File: src/rtl/seq_detect_arbiter_pkg.sv
// Shared types for the "101" detector arbiter: control FSM states,
// detector core state encodings and the default pattern.
package seq_detect_pkg;

  typedef enum logic [1:0] {
    IDLE   = 2'd0,
    SHIFT  = 2'd1,
    FLUSH  = 2'd2,
    REPORT = 2'd3
  } ctrl_state_e;

  // Core state = last three bits received, oldest in bit 2.
  localparam logic [2:0] S_0 = 3'd0;
  localparam logic [2:0] S_1 = 3'd1;
  localparam logic [2:0] S_2 = 3'd2;
  localparam logic [2:0] S_3 = 3'd3;
  localparam logic [2:0] S_4 = 3'd4;
  localparam logic [2:0] S_5 = 3'd5;
  localparam logic [2:0] S_6 = 3'd6;
  localparam logic [2:0] S_7 = 3'd7;

  localparam logic [2:0] DEF_PATTERN = 3'b101;

endpackage

File: src/rtl/seq_detect_arbiter_if.sv
// Request/response bundle of seq_detect_arbiter.
// master = producers/consumer side, slave = the arbiter.
interface seq_detect_arbiter_if #(
  parameter int NREQ   = 2,
  parameter int WORD_W = 8,
  parameter int CNT_W  = $clog2(WORD_W-1),
  parameter int ID_W   = $clog2(NREQ)
);
  logic [NREQ-1:0]        req_valid;
  logic [NREQ*WORD_W-1:0] req_data;
  logic [NREQ-1:0]        req_ready;
  logic                   rsp_valid;
  logic                   rsp_ready;
  logic [ID_W-1:0]        rsp_id;
  logic [CNT_W-1:0]       rsp_count;
  logic                   rsp_any;
  logic                   busy;

  modport master (
    output req_valid, req_data, rsp_ready,
    input  req_ready, rsp_valid, rsp_id,
    input  rsp_count, rsp_any, busy
  );

  modport slave (
    input  req_valid, req_data, rsp_ready,
    output req_ready, rsp_valid, rsp_id,
    output rsp_count, rsp_any, busy
  );
endinterface

File: src/rtl/seq_detect_arbiter_core.sv
// Moore 3-bit pattern detector: clk, reset, clr (history wipe),
// bit_in/bit_en (serial input), match (registered state hits PATTERN).
module pattern_detect_core
  import seq_detect_pkg::*;
#(
  parameter logic [2:0] PATTERN = DEF_PATTERN
) (
  input  logic clk,
  input  logic reset,
  input  logic clr,
  input  logic bit_in,
  input  logic bit_en,
  output logic match
);

  logic [2:0] state_q, state_d;
  // Bits seen since clr, saturating at 3; blocks matches on a
  // partially filled history.
  logic [1:0] fill_q, fill_d;

  always_comb begin
    state_d = state_q;
    fill_d  = fill_q;
    if (clr) begin
      state_d = S_0;
      fill_d  = 2'd0;
    end else if (bit_en) begin
      case (state_q)
        S_0, S_4: state_d = bit_in ? S_1 : S_0;
        S_1, S_5: state_d = bit_in ? S_3 : S_2;
        S_2, S_6: state_d = bit_in ? S_5 : S_4;
        S_3, S_7: state_d = bit_in ? S_7 : S_6;
        default:  state_d = S_0;
      endcase
      if (fill_q != 2'd3)
        fill_d = fill_q + 2'd1;
    end
  end

  always_ff @(posedge clk or posedge reset) begin
    if (reset) begin
      state_q <= S_0;
      fill_q  <= 2'd0;
    end else begin
      state_q <= state_d;
      fill_q  <= fill_d;
    end
  end

  assign match = (fill_q == 2'd3) && (state_q == PATTERN);

endmodule

File: src/rtl/seq_detect_arbiter.sv
// Round-robin shares one serial pattern detector among NREQ requesters.
// Ports: clk, reset, bus (slave: req_*, rsp_*, busy).
module seq_detect_arbiter
  import seq_detect_pkg::*;
#(
  parameter int         NREQ    = 2,
  parameter int         WORD_W  = 8,
  parameter logic [2:0] PATTERN = DEF_PATTERN,
  parameter int         CNT_W   = $clog2(WORD_W-1),
  parameter int         ID_W    = $clog2(NREQ)
) (
  input logic                clk,
  input logic                reset,
  seq_detect_arbiter_if.slave bus
);

  localparam int IDX_W = $clog2(WORD_W);

  ctrl_state_e       state_q, state_d;
  logic [ID_W-1:0]   rr_q, rr_d;
  logic [ID_W-1:0]   id_q, id_d;
  logic [WORD_W-1:0] word_q, word_d;
  logic [IDX_W-1:0]  bit_q, bit_d;
  logic [CNT_W-1:0]  cnt_q, cnt_d;

  logic              win_found;
  logic [ID_W-1:0]   win_id;
  logic [WORD_W-1:0] win_word;
  logic [NREQ-1:0]   ready_c;
  logic              clr;
  logic              bit_en;
  logic              match;

  pattern_detect_core #(
    .PATTERN (PATTERN)
  ) u_core (
    .clk    (clk),
    .reset  (reset),
    .clr    (clr),
    .bit_in (word_q[WORD_W-1]),
    .bit_en (bit_en),
    .match  (match)
  );

  // First valid at or after rr pointer, wrapping.
  always_comb begin
    win_found = 1'b0;
    win_id    = '0;
    win_word  = '0;
    for (int i = 0; i < NREQ; i++) begin
      if (!win_found &&
          bus.req_valid[(int'(rr_q) + i) % NREQ]) begin
        win_found = 1'b1;
        win_id    = ID_W'((int'(rr_q) + i) % NREQ);
        win_word  = bus.req_data[
          ((int'(rr_q) + i) % NREQ) * WORD_W +: WORD_W];
      end
    end
  end

  always_comb begin
    state_d = state_q;
    rr_d    = rr_q;
    id_d    = id_q;
    word_d  = word_q;
    bit_d   = bit_q;
    cnt_d   = cnt_q;
    ready_c = '0;
    clr     = 1'b0;
    bit_en  = 1'b0;
    unique case (state_q)
      IDLE: begin
        if (win_found) begin
          ready_c[win_id] = 1'b1;
          word_d  = win_word;
          id_d    = win_id;
          cnt_d   = '0;
          bit_d   = IDX_W'(WORD_W-1);
          clr     = 1'b1;
          state_d = SHIFT;
        end
      end
      SHIFT: begin
        bit_en = 1'b1;
        word_d = {word_q[WORD_W-2:0], 1'b0};
        // match lags the shifted bit by one cycle
        if (match)
          cnt_d = cnt_q + CNT_W'(1);
        if (bit_q == '0)
          state_d = FLUSH;
        else
          bit_d = bit_q - IDX_W'(1);
      end
      FLUSH: begin
        if (match)
          cnt_d = cnt_q + CNT_W'(1);
        state_d = REPORT;
      end
      REPORT: begin
        if (bus.rsp_ready) begin
          rr_d = (id_q == ID_W'(NREQ-1)) ?
                 '0 : id_q + ID_W'(1);
          state_d = IDLE;
        end
      end
      default: state_d = IDLE;
    endcase
  end

  always_ff @(posedge clk or posedge reset) begin
    if (reset) begin
      state_q <= IDLE;
      rr_q    <= '0;
      id_q    <= '0;
      word_q  <= '0;
      bit_q   <= '0;
      cnt_q   <= '0;
    end else begin
      state_q <= state_d;
      rr_q    <= rr_d;
      id_q    <= id_d;
      word_q  <= word_d;
      bit_q   <= bit_d;
      cnt_q   <= cnt_d;
    end
  end

  assign bus.req_ready = ready_c;
  assign bus.rsp_valid = (state_q == REPORT);
  assign bus.rsp_id    = id_q;
  assign bus.rsp_count = cnt_q;
  assign bus.rsp_any   = |cnt_q;
  assign bus.busy      = (state_q != IDLE);

endmodule

File: src/flat_wrapper.sv
// flat-port wrapper written by rule: the top's interface ports become plain ports
module seq_detect_arbiter_flat import seq_detect_pkg::*;
#(
  parameter int         NREQ    = 2,
  parameter int         WORD_W  = 8,
  parameter logic [2:0] PATTERN = DEF_PATTERN,
  parameter int         CNT_W   = $clog2(WORD_W-1),
  parameter int         ID_W    = $clog2(NREQ)
)
  (clk, reset, bus_req_valid, bus_req_data, bus_rsp_ready, bus_req_ready, bus_rsp_valid, bus_rsp_id, bus_rsp_count, bus_rsp_any, bus_busy);
  seq_detect_arbiter_if #(.NREQ(NREQ), .WORD_W(WORD_W), .CNT_W(CNT_W), .ID_W(ID_W)) bus_i ();
  input logic clk;
  input logic reset;
  input wire logic [$bits(bus_i.req_valid)-1:0] bus_req_valid;
  input wire logic [$bits(bus_i.req_data)-1:0] bus_req_data;
  input wire logic [$bits(bus_i.rsp_ready)-1:0] bus_rsp_ready;
  output wire logic [$bits(bus_i.req_ready)-1:0] bus_req_ready;
  output wire logic [$bits(bus_i.rsp_valid)-1:0] bus_rsp_valid;
  output wire logic [$bits(bus_i.rsp_id)-1:0] bus_rsp_id;
  output wire logic [$bits(bus_i.rsp_count)-1:0] bus_rsp_count;
  output wire logic [$bits(bus_i.rsp_any)-1:0] bus_rsp_any;
  output wire logic [$bits(bus_i.busy)-1:0] bus_busy;
  assign bus_i.req_valid = bus_req_valid;
  assign bus_i.req_data = bus_req_data;
  assign bus_i.rsp_ready = bus_rsp_ready;
  assign bus_req_ready = bus_i.req_ready;
  assign bus_rsp_valid = bus_i.rsp_valid;
  assign bus_rsp_id = bus_i.rsp_id;
  assign bus_rsp_count = bus_i.rsp_count;
  assign bus_rsp_any = bus_i.rsp_any;
  assign bus_busy = bus_i.busy;
  seq_detect_arbiter #(.NREQ(NREQ), .WORD_W(WORD_W), .PATTERN(PATTERN), .CNT_W(CNT_W), .ID_W(ID_W)) u_core (.clk(clk), .reset(reset), .bus(bus_i));
endmodule
File: config.mk
export PLATFORM = sky130hd
export DESIGN_NAME = seq_detect_arbiter_flat
export DESIGN_NICKNAME = d
export VERILOG_FILES = /design/src/rtl/seq_detect_arbiter_pkg.sv /design/src/rtl/seq_detect_arbiter_if.sv /design/src/rtl/seq_detect_arbiter_core.sv /design/src/rtl/seq_detect_arbiter.sv /design/src/flat_wrapper.sv
export SDC_FILE = /design/constraint.sdc
export NUM_CORES = 1
export LEC_CHECK = 0
export CORE_ASPECT_RATIO = 0.6
export CORE_MARGIN = 4
export CORE_UTILIZATION = 53
export DETAILED_ROUTE_END_ITERATION = 7
export GPL_ROUTABILITY_DRIVEN = 0
export PLACE_DENSITY = 0.84
export SYNTH_ARGS = -nofsm -noshare
export SYNTH_HDL_FRONTEND = slang
export SYNTH_SLANG_ARGS = --single-unit
File: constraint.sdc
create_clock -name clk -period 3.1 [get_ports clk]
set_input_delay 0.775 -clock clk [delete_from_list [all_inputs] [get_ports clk]]
set_output_delay 0.775 -clock clk [all_outputs]
set_load 0.005 [all_outputs]
# Word-level counts from Yosys, hierarchy flattened
# Cells that the tools add are included.
dict set report totals {
  reg_bits 23
  latchBits 0
  ram_bits 0
  rom_bits 0
  output_inout_bits 9
  n_memories 0
}
dict set report op_classes {
  addsub 5
  mul 0
  div_mod_pow 0
  order_cmp 4
  eq_ne 17
  n_shift 2
  n_mux 41
  bitwise 1
  reduce_logical 25
}
# operator n
set op_table {}
lappend op_table {{16-bit by 5-bit variable part select with 8-bit output} 2}
lappend op_table {{8-bit two-way mux} 3}
lappend op_table {{1-bit two-way mux} 18}
lappend op_table {{3-bit two-way mux} 6}
lappend op_table {{2-bit two-way mux} 8}
lappend op_table {{8-bit one-hot mux with 2 select lines} 1}
lappend op_table {{3-bit equality test (second input constant)} 4}
lappend op_table {{3-bit one-hot mux with 2 select lines} 2}
lappend op_table {{3-bit one-hot mux with 4 select lines} 1}
lappend op_table {{2-bit nonzero test} 5}
lappend op_table {{2-bit OR reduction} 5}
lappend op_table {{3-bit AND reduction} 3}
lappend op_table {{2-bit one-hot mux with 4 select lines} 1}
lappend op_table {{2-bit AND reduction} 4}
lappend op_table {{2-bit equality test (second input constant)} 3}
lappend op_table {{3-bit by 2-bit equality test with 1-bit output (second input constant)} 2}
lappend op_table {{3-bit logical NOT} 2}
lappend op_table {{2-bit by 1-bit != test with 1-bit output (second input constant)} 3}
lappend op_table {{2-bit != test (second input constant)} 3}
lappend op_table {{1-bit by 2-bit < comparator with 1-bit output (second input constant)} 2}
lappend op_table {{3-bit by 1-bit adder with 3-bit output (second input constant)} 1}
lappend op_table {{3-bit by 1-bit equality test with 1-bit output (second input constant)} 1}
lappend op_table {{1-bit logical AND} 3}
lappend op_table {{2-bit by 3-bit < comparator with 1-bit output (second input constant)} 1}
lappend op_table {{other kinds (10)} 11}

# Depth between registers and ports, before layout
# Gate-level depths: netlist of the first run.
dict set report logic_depth {
  word_depth 13
  depth_mapped 8
}

# Modules after synthesis
# A second synthesis of the first run with hierarchy kept.
dict set report hier_totals {
  cells_unflattened 130
  area_unflattened_um2 1323.8
}
# module instances cells_per_inst area_per_inst_um2
set modules_own_cells {}
lappend modules_own_cells {seq_detect_arbiter 1 109 1073.5}
lappend modules_own_cells {pattern_detect_core 1 21 250.2}

# Worst setup path before layout of the first run
# Ideal clock, no wire load.
dict set report synth_path {
  kind {input to output}
  startpoint {input port bus_req_valid[1]}
  endpoint {output port bus_req_ready[1]}
  arrival_ps 1374
  slack_ps 951
  stages 2
  n_path_buf 0
  cell_sequence {a21boi_1 > and2_1}
}
dict set report synth_via {
  elab_chain_cells 12
  word_cells_on_any_way 18
  cone_classes {order compare (2); mux (13); reduce/logical (3)}
}
# element line
set synth_lines {}
lappend synth_lines {{start: declaration} flat_wrapper.sv:14} ;# input wire logic [$bits(bus_i.req_valid)-1:0] bus_req_valid;
lappend synth_lines {{1-bit two-way mux (not written as such) (2 in a row)} seq_detect_arbiter.sv:52} ;# bus.req_valid[(int'(rr_q) + i) % NREQ]) begin
lappend synth_lines {{1-bit two-way mux} seq_detect_arbiter.sv:51} ;# if (!win_found &&
lappend synth_lines {{1-bit logical NOT} seq_detect_arbiter.sv:51}
lappend synth_lines {{1-bit logical AND} seq_detect_arbiter.sv:51}
lappend synth_lines {{1-bit two-way mux} seq_detect_arbiter.sv:51}
lappend synth_lines {{1-bit by 2-bit < comparator with 1-bit output (not written as such) or 1-bit >= comparator (tied branches)} seq_detect_arbiter.sv:74} ;# ready_c[win_id] = 1'b1;
lappend synth_lines {{1-bit logical AND (not written as such)} seq_detect_arbiter.sv:74}
lappend synth_lines {{1-bit two-way mux (not written as such)} seq_detect_arbiter.sv:74}
lappend synth_lines {{1-bit demux with 1-bit select} -}
lappend synth_lines {{2-bit two-way mux (*)} seq_detect_arbiter.sv:73} ;# if (win_found) begin
lappend synth_lines {{2-bit two-way mux (*)} seq_detect_arbiter.sv:71} ;# unique case (state_q)
lappend synth_lines {{end: declaration} flat_wrapper.sv:17} ;# output wire logic [$bits(bus_i.req_ready)-1:0] bus_req_ready;
# Mark *: on every way between the ends. The rest lies on a longest branch, timed or not. The select of a mux whose other input is x is not followed.

# Final worst setup path of the first run
dict set report layout_path {
  startpoint {input port bus_req_valid[0]}
  endpoint {output port bus_req_ready[0]}
}
# The elaborated chain is that of the path after synthesis.

==> results of run 1 <==
==> layout make-up <==
| type | instances | area [µm²] | share of cell area (%) |
|---|---|---|---|
| multi-input cells | 97 | 674 | 39.9 |
| flip-flops and latches | 23 | 576 | 34.0 |
| repair buffers | 31 | 305 | 18.1 |
| inverters | 14 | 52.6 | 3.11 |
| clock buffers | 4 | 45.0 | 2.66 |
| well taps | 30 | 37.5 | 2.22 |
==> layout by cell type, fill, tap and decap left out, types with 5 or more instances in the layout <==
cell             synthesis  layout
clkdlybuf4s50_1          0      29
dfrtp_1                 23      23
nand2_1                 15      15
inv_1                   14      14
nor2_1                  12      12
ha_1                    11      11
a221oi_1                 8       8
nor2b_1                  8       8
o31ai_1                  8       8
mux2i_1                  5       5
==> power groups by stage <==
stage                     clock network [mW]  registers [mW]  logic (mW)
after floorplan                            0           0.482       0.543
after global placement                     0           0.495       0.705
after detailed placement                   0           0.503       0.739
after CTS                              0.186           0.498       0.744
after global routing                   0.200           0.515       0.840
final                                  0.180           0.498       0.739
==> cell families (layout without fill, tap and decap cells) <==
kind of cell | Yosys count | in the layout | synth area share, %
simple gates | 44 | 44 | 16.2
compound gates | 36 | 36 | 19.7
flops | 23 | 23 | 43.2
buf+inv | 18 | 49 | 6.20
fa+ha+maj | 11 | 11 | 10.3
mux | 5 | 5 | 3.76
xor+xnor | 1 | 1 | 0.657
==> worst max-delay path, stage by stage <==
cell	delay, ns
clkdlybuf4s50_1	0.54
a21boi_1	0.23
and2_1	0.15
clkdlybuf4s50_1	0.50
==> per-layer routing <==
| metal | vias up | GRT usage, % |
|---|---|---|
| met5 | - | 0 |
| met4 | 0 | 6.99 |
| met3 | 4 | 5.98 |
| met2 | 34 | 34.4 |
| met1 | 531 | 25.9 |
| li1 | 548 | - |
==> through the flow <==
step | power [mW] | hold WS, ns
after floorplan | 1.03 | 0.441
after global placement | 1.20 | 0.456
after detailed placement | 1.24 | 0.466
after CTS | 1.43 | 0.484
after global routing | 1.55 | 0.507
final | 1.42 | 0.483
==> state kept, by name, indices dropped and copies added (netlist names) <==
| register | count |
|---|---|
| u_core.bit_q | 3 |
| u_core.bus.rsp_count | 3 |
| u_core.bus.rsp_id | 1 |
| u_core.rr_q | 1 |
| u_core.state_q | 2 |
| u_core.u_core.fill_q | 2 |
| u_core.u_core.state_q | 3 |
| u_core.word_q | 8 |
==> worst max-delay path by stage <==
stage	endpoint	slack, ns	depth (start not counted)	start
after floorplan	bus_req_ready[1]	0.95	2	bus_req_valid[1]
after global placement	bus_req_ready[1]	0.16	4	bus_req_valid[1]
after global routing	bus_req_ready[1]	0.05	4	bus_req_valid[1]
final	bus_req_ready[0]	0.13	4	bus_req_valid[0]
after detailed placement	bus_req_ready[1]	0.15	4	bus_req_valid[1]
after CTS	bus_req_ready[1]	0.14	4	bus_req_valid[1]
==> impl_metrics.py, run 1 <==
metrics = {
    "pwr": {
        "seqPwrFrac_pct": 35.1,
        "power.density_mw_per_mm2": 838,
        "swShare_pct": 39.6,
        "internal_power_uw": 856,
        "ir_drop_uv": 456,
        "p_sw_uw": 561,
        "pwr-share-comb_pct": 52.2,
        "power.leakage_nw": 0.769,
        "pwr-share-clk_pct": 12.7,
    },
    "drt": {
        "wl_mm": 2.96,
        "final_antenna_net_count": 0,
        "wl_met2_mm": 1.46,
        "drt_iter0_markers": 89,
        "wirelength_met1_mm": 1.29,
        "firstDrtPassIters": 4,
        "dr_total_vias": 1117,
        "drc": 0,
        "wl_met3_um": 175,
        "wl_per_cell_um": 14.9,
        "top_layer_used": "met4",
        "vias_per_cell": 5.61,
    },
    "setup_path": {
        "path_max_fanout": 5,
        "critical_path_required_ns": 2.32,
        "r2r-start": "u_core.state_q[1]",
        "worstRegToRegCells": 5,
        "cp-start-kind": "input pin",
        "worstReg2RegEnd": "u_core.u_core.fill_q[1]",
        "crit_type": "input pin to output pin",
        "timing.reg2reg.setup_slack_ns": 1.07,
        "end_kind": "output pin",
        "cp.arrival_ns": 2.19,
    },
    "die": {
        "ios": 30,
        "core_mm2": 0.00228,
        "die_w_um": 72.7,
        "die_area_mm2": 0.00341,
        "start_util_pct": 58.5,
        "fp.dieH_um": 46.8,
        "rows": 13,
    },
    "clock_tree": {
        "worst_setup_hold_path_clk_slew_ns": 0.07,
        "h-tree-depth": 1,
        "clockBufferDepth": 2,
        "numCtsBuffers": 3,
        "cts_resized": 0,
        "clock-sinks": 23,
        "cts-root-buf": "clkbuf_8",
        "post_cts_buffers": 0,
        "cts_hold_buf": 0,
        "clk_latency_ns": 0.26,
        "cts_tree": "done",
    },
    "sta": {
        "slew_viol_final": 0,
        "hold_viol": 0,
        "skew_ns": 0.00749,
        "period_share_pct": 95.7,
        "tns_ns": 0,
        "fin_ws_ns": 0.135,
        "period_minus_slack_ns": 2.97,
        "fmaxAchievable_mhz": 337,
        "worstMarginPinSlew_ns": 0.863,
        "rsz0062_at_grt": "no",
        "setup_viol": 0,
        "maxSlewHeadroom_pct": 42.4,
    },
    "cells_and_area": {
        "area_growth_pct": 26.9,
        "design_area_mm2": 0.00169,
        "drive_above_1_share_pct": 4.14,
        "stdcell_count": 199,
        "antennaDiodeCount": 0,
        "fin_util_pct": 74.2,
        "fillers": 162,
        "layout.nets": 202,
    },
    "yosys": {
        "synth.distinct_cells": 30,
        "synth_common_cells": "dfrtp_1 (23), nand2_1 (15), inv_1 (14), nor2_1 (12), ha_1 (11)",
        "synth_area_mm2": 0.00133,
        "async_reset_ff_share_pct": 100,
        "synth_top_cell_by_area": "dfrtp_1",
        "syn_inst": 138,
        "avgSynthCellArea_um2": 9.66,
        "synth_fp_nets": 170,
        "ys_top_cells_by_area": "dfrtp_1 (43%), ha_1 (10%), a221oi_1 (5.3%)",
        "synth_top_area_share_pct": 43.2,
        "yosys_warnings": 0,
        "synth_edf_count": 0,
        "synth_top_flop_cell": "dfrtp_1",
        "synth-seq-cells": 23,
        "seq_area_frac_synth_pct": 43.2,
        "yosysMostFrequentCell": "dfrtp_1",
    },
    "global_routing": {
        "grt_max_degree": 24,
        "first_global_vias": 1099,
        "grtUsageTotal_pct": 20.4,
        "grt_pass1_wl_mm": 5.13,
        "antenna_found_initial": 0,
        "overflow": 0,
    },
    "hold_path": {
        "hp-class": "register to register",
        "min_from": "u_core.word_q[7]",
        "hold_depth": 2,
        "holdPathEnd": "u_core.word_q[7]",
    },
    "job": {
        "cap_viol_max_count": 0,
    },
    "status": {
        "outcome": "completed",
    },
    "placed_design": {
        "dp_hpwl_mm": 2.39,
        "io_buffers": 29,
        "place_area_mm2": 0.00165,
        "placed_cells": 195,
        "pre_cts_ws_ns": 0.151,
    },
}
Power figures use the tool's default switching activity.
==> inputs of run 2 (changes only) <==
--- a/config.mk
+++ b/config.mk
@@ -5,7 +5,7 @@
 export SDC_FILE = /design/constraint.sdc
 export NUM_CORES = 1
 export LEC_CHECK = 0
-export CORE_ASPECT_RATIO = 0.6
+export CAP_MARGIN = 10
 export CORE_MARGIN = 4
 export CORE_UTILIZATION = 53
 export DETAILED_ROUTE_END_ITERATION = 7
==> run 2 against run 1 <==
Effect of this change: global-route usage decreased by 2.5 points; utilization decreased by 1.2 points; clock skew down 0.0053 ns; cell area shrank 0.81%; combinational power is 1% higher; flip-flop and latch count unchanged; worst hold slack improved by 0.0059 ns.
==> impl_metrics.py, run 2 (same netlist as run 1, synthesis figures left out) <==
metrics = {
    "cells_and_area": {
        "fillers": 185,
        "mostFrequentLayoutCells": "clkdlybuf4s50_1 (29), dfrtp_1 (23), nand2_1 (15)",
        "regMostFlops": "u_core.word_q",
        "final_common_cell": "clkdlybuf4s50_1",
        "final-seq-area_um2": 576,
        "area_growth_pct": 25.8,
        "stdcell_count": 198,
        "multi_input_area_um2": 674,
        "antennaDiodeCount": 0,
        "layout.nets": 203,
        "largest_reg_flops": 8,
        "drive_above_1_share_pct": 4.71,
    },
    "die": {
        "fp.dieH_um": 58.1,
        "rows": 17,
        "die_area_mm2": 0.00338,
        "die_w_um": 58.1,
        "ios": 30,
        "core_mm2": 0.00230,
        "start_util_pct": 58.0,
    },
    "drt": {
        "final_antenna_net_count": 0,
        "vias_per_cell": 5.76,
        "drt_iter0_markers": 21,
        "wl_per_cell_um": 14.5,
        "dr_total_vias": 1141,
        "firstDrtPassIters": 5,
        "drc": 0,
        "wl_mm": 2.88,
    },
    "sta": {
        "tns_ns": 0,
        "skew_ns": 0.00221,
        "setup_viol": 0,
        "period_share_pct": 97.5,
        "whs_ns": 0.489,
        "fmaxAchievable_mhz": 331,
        "hold_viol": 0,
        "rsz0062_at_grt": "no",
        "fin_ws_ns": 0.0775,
        "period_minus_slack_ns": 3.02,
        "maxSlewHeadroom_pct": 41.2,
        "slew_viol_final": 0,
        "worstMarginPinSlew_ns": 0.882,
    },
    "clock_tree": {
        "clock-sinks": 23,
        "clockBufferDepth": 2,
        "worst_setup_hold_path_clk_slew_ns": 0.13,
        "cts-root-buf": "clkbuf_4",
        "clk_latency_ns": 0.30,
        "cts_tree": "done",
        "post_cts_buffers": 0,
        "cts_resized": 0,
        "numCtsBuffers": 3,
        "cts_hold_buf": 0,
        "h-tree-depth": 1,
    },
    "setup_path": {
        "slowest_stage": "clkdlybuf4s50_1",
        "cp.arrival_ns": 2.25,
        "cp-start-kind": "input pin",
        "end_kind": "output pin",
        "critPathMaxStageDelay_ns": 0.56,
        "critical_path_required_ns": 2.32,
        "path_max_fanout": 5,
        "crit_type": "input pin to output pin",
        "crit_chain": "clkdlybuf4s50_1 -> a21boi_1 -> and2_1 -> clkdlybuf4s50_1",
        "cp_common_cell": "clkdlybuf4s50_1",
    },
    "placed_design": {
        "dp_hpwl_mm": 2.27,
        "placed_cells": 194,
        "io_buffers": 29,
        "pre_cts_ws_ns": 0.0889,
    },
    "pwr": {
        "power.density_mw_per_mm2": 824,
        "total_power_mw": 1.38,
        "ir_drop_uv": 540,
        "power.leakage_nw": 0.766,
    },
    "hold_path": {
        "hp-class": "register to register",
    },
    "global_routing": {
        "grt_pass1_wl_mm": 4.77,
        "grtUsageTotal_pct": 18.0,
        "grt_max_degree": 24,
        "antenna_found_initial": 0,
        "overflow": 0,
        "first_global_vias": 1105,
    },
    "job": {
        "cap_viol_max_count": 0,
    },
    "status": {
        "outcome": "completed",
    },
}
## run 2: layout make-up
type                            count  area share, %
Inverter                           14           3.13
Multi-Input combinational cell     97           40.2
Tap cell                           28           2.09
Clock buffer                        4           1.57
Timing Repair Buffer               32           18.7
Sequential cell                    23           34.3
## run 2: critical path, delay by kind of cell
family	cells	cell delay, ns
buffers and inverters	2	1.07
and+or+nand+nor	1	0.17
AOI/OAI and AO/OA	1	0.24
## run 2: path summary, 6_finish.rpt
path,from,end,slack (ns),cells past startpoint
hold reg to reg,u_core.bit_q[0],u_core.bit_q[0],0.49,1
setup reg to reg,u_core.state_q[1],u_core.word_q[5],1.10,6
min in group asynchronous,reset,u_core.word_q[4],0.94,2
hold / removal,u_core.bit_q[0],u_core.bit_q[0],0.49,1
max in group asynchronous,reset,u_core.rr_q,1.62,2
setup / recovery,bus_req_valid[1],bus_req_ready[1],0.08,4
## run 2: report_power, final
| group | internal, mW | total [mW] | switching, mW |
|---|---|---|---|
| registers | 0.420 | 0.495 | 0.0751 |
| clock network | 0.0501 | 0.139 | 0.0893 |
| logic | 0.349 | 0.747 | 0.398 |
| total | 0.819 | 1.38 | 0.563 |
## run 2: per-layer routing
metal / track usage [%] / wire [µm]
met5: 0 / 0
met2: 30.2 / 1470
met4: 8.94 / 57
met3: 2.23 / 122
met1: 22.6 / 1230
## run 2: stage by stage
step / util, % / cell area [µm²]
after global routing: 73.0 / 1680
final: 73.0 / 1680
after CTS: 73.0 / 1680
after detailed placement: 71.8 / 1650
after floorplan: - / 1330
after global placement: 71.8 / 1650
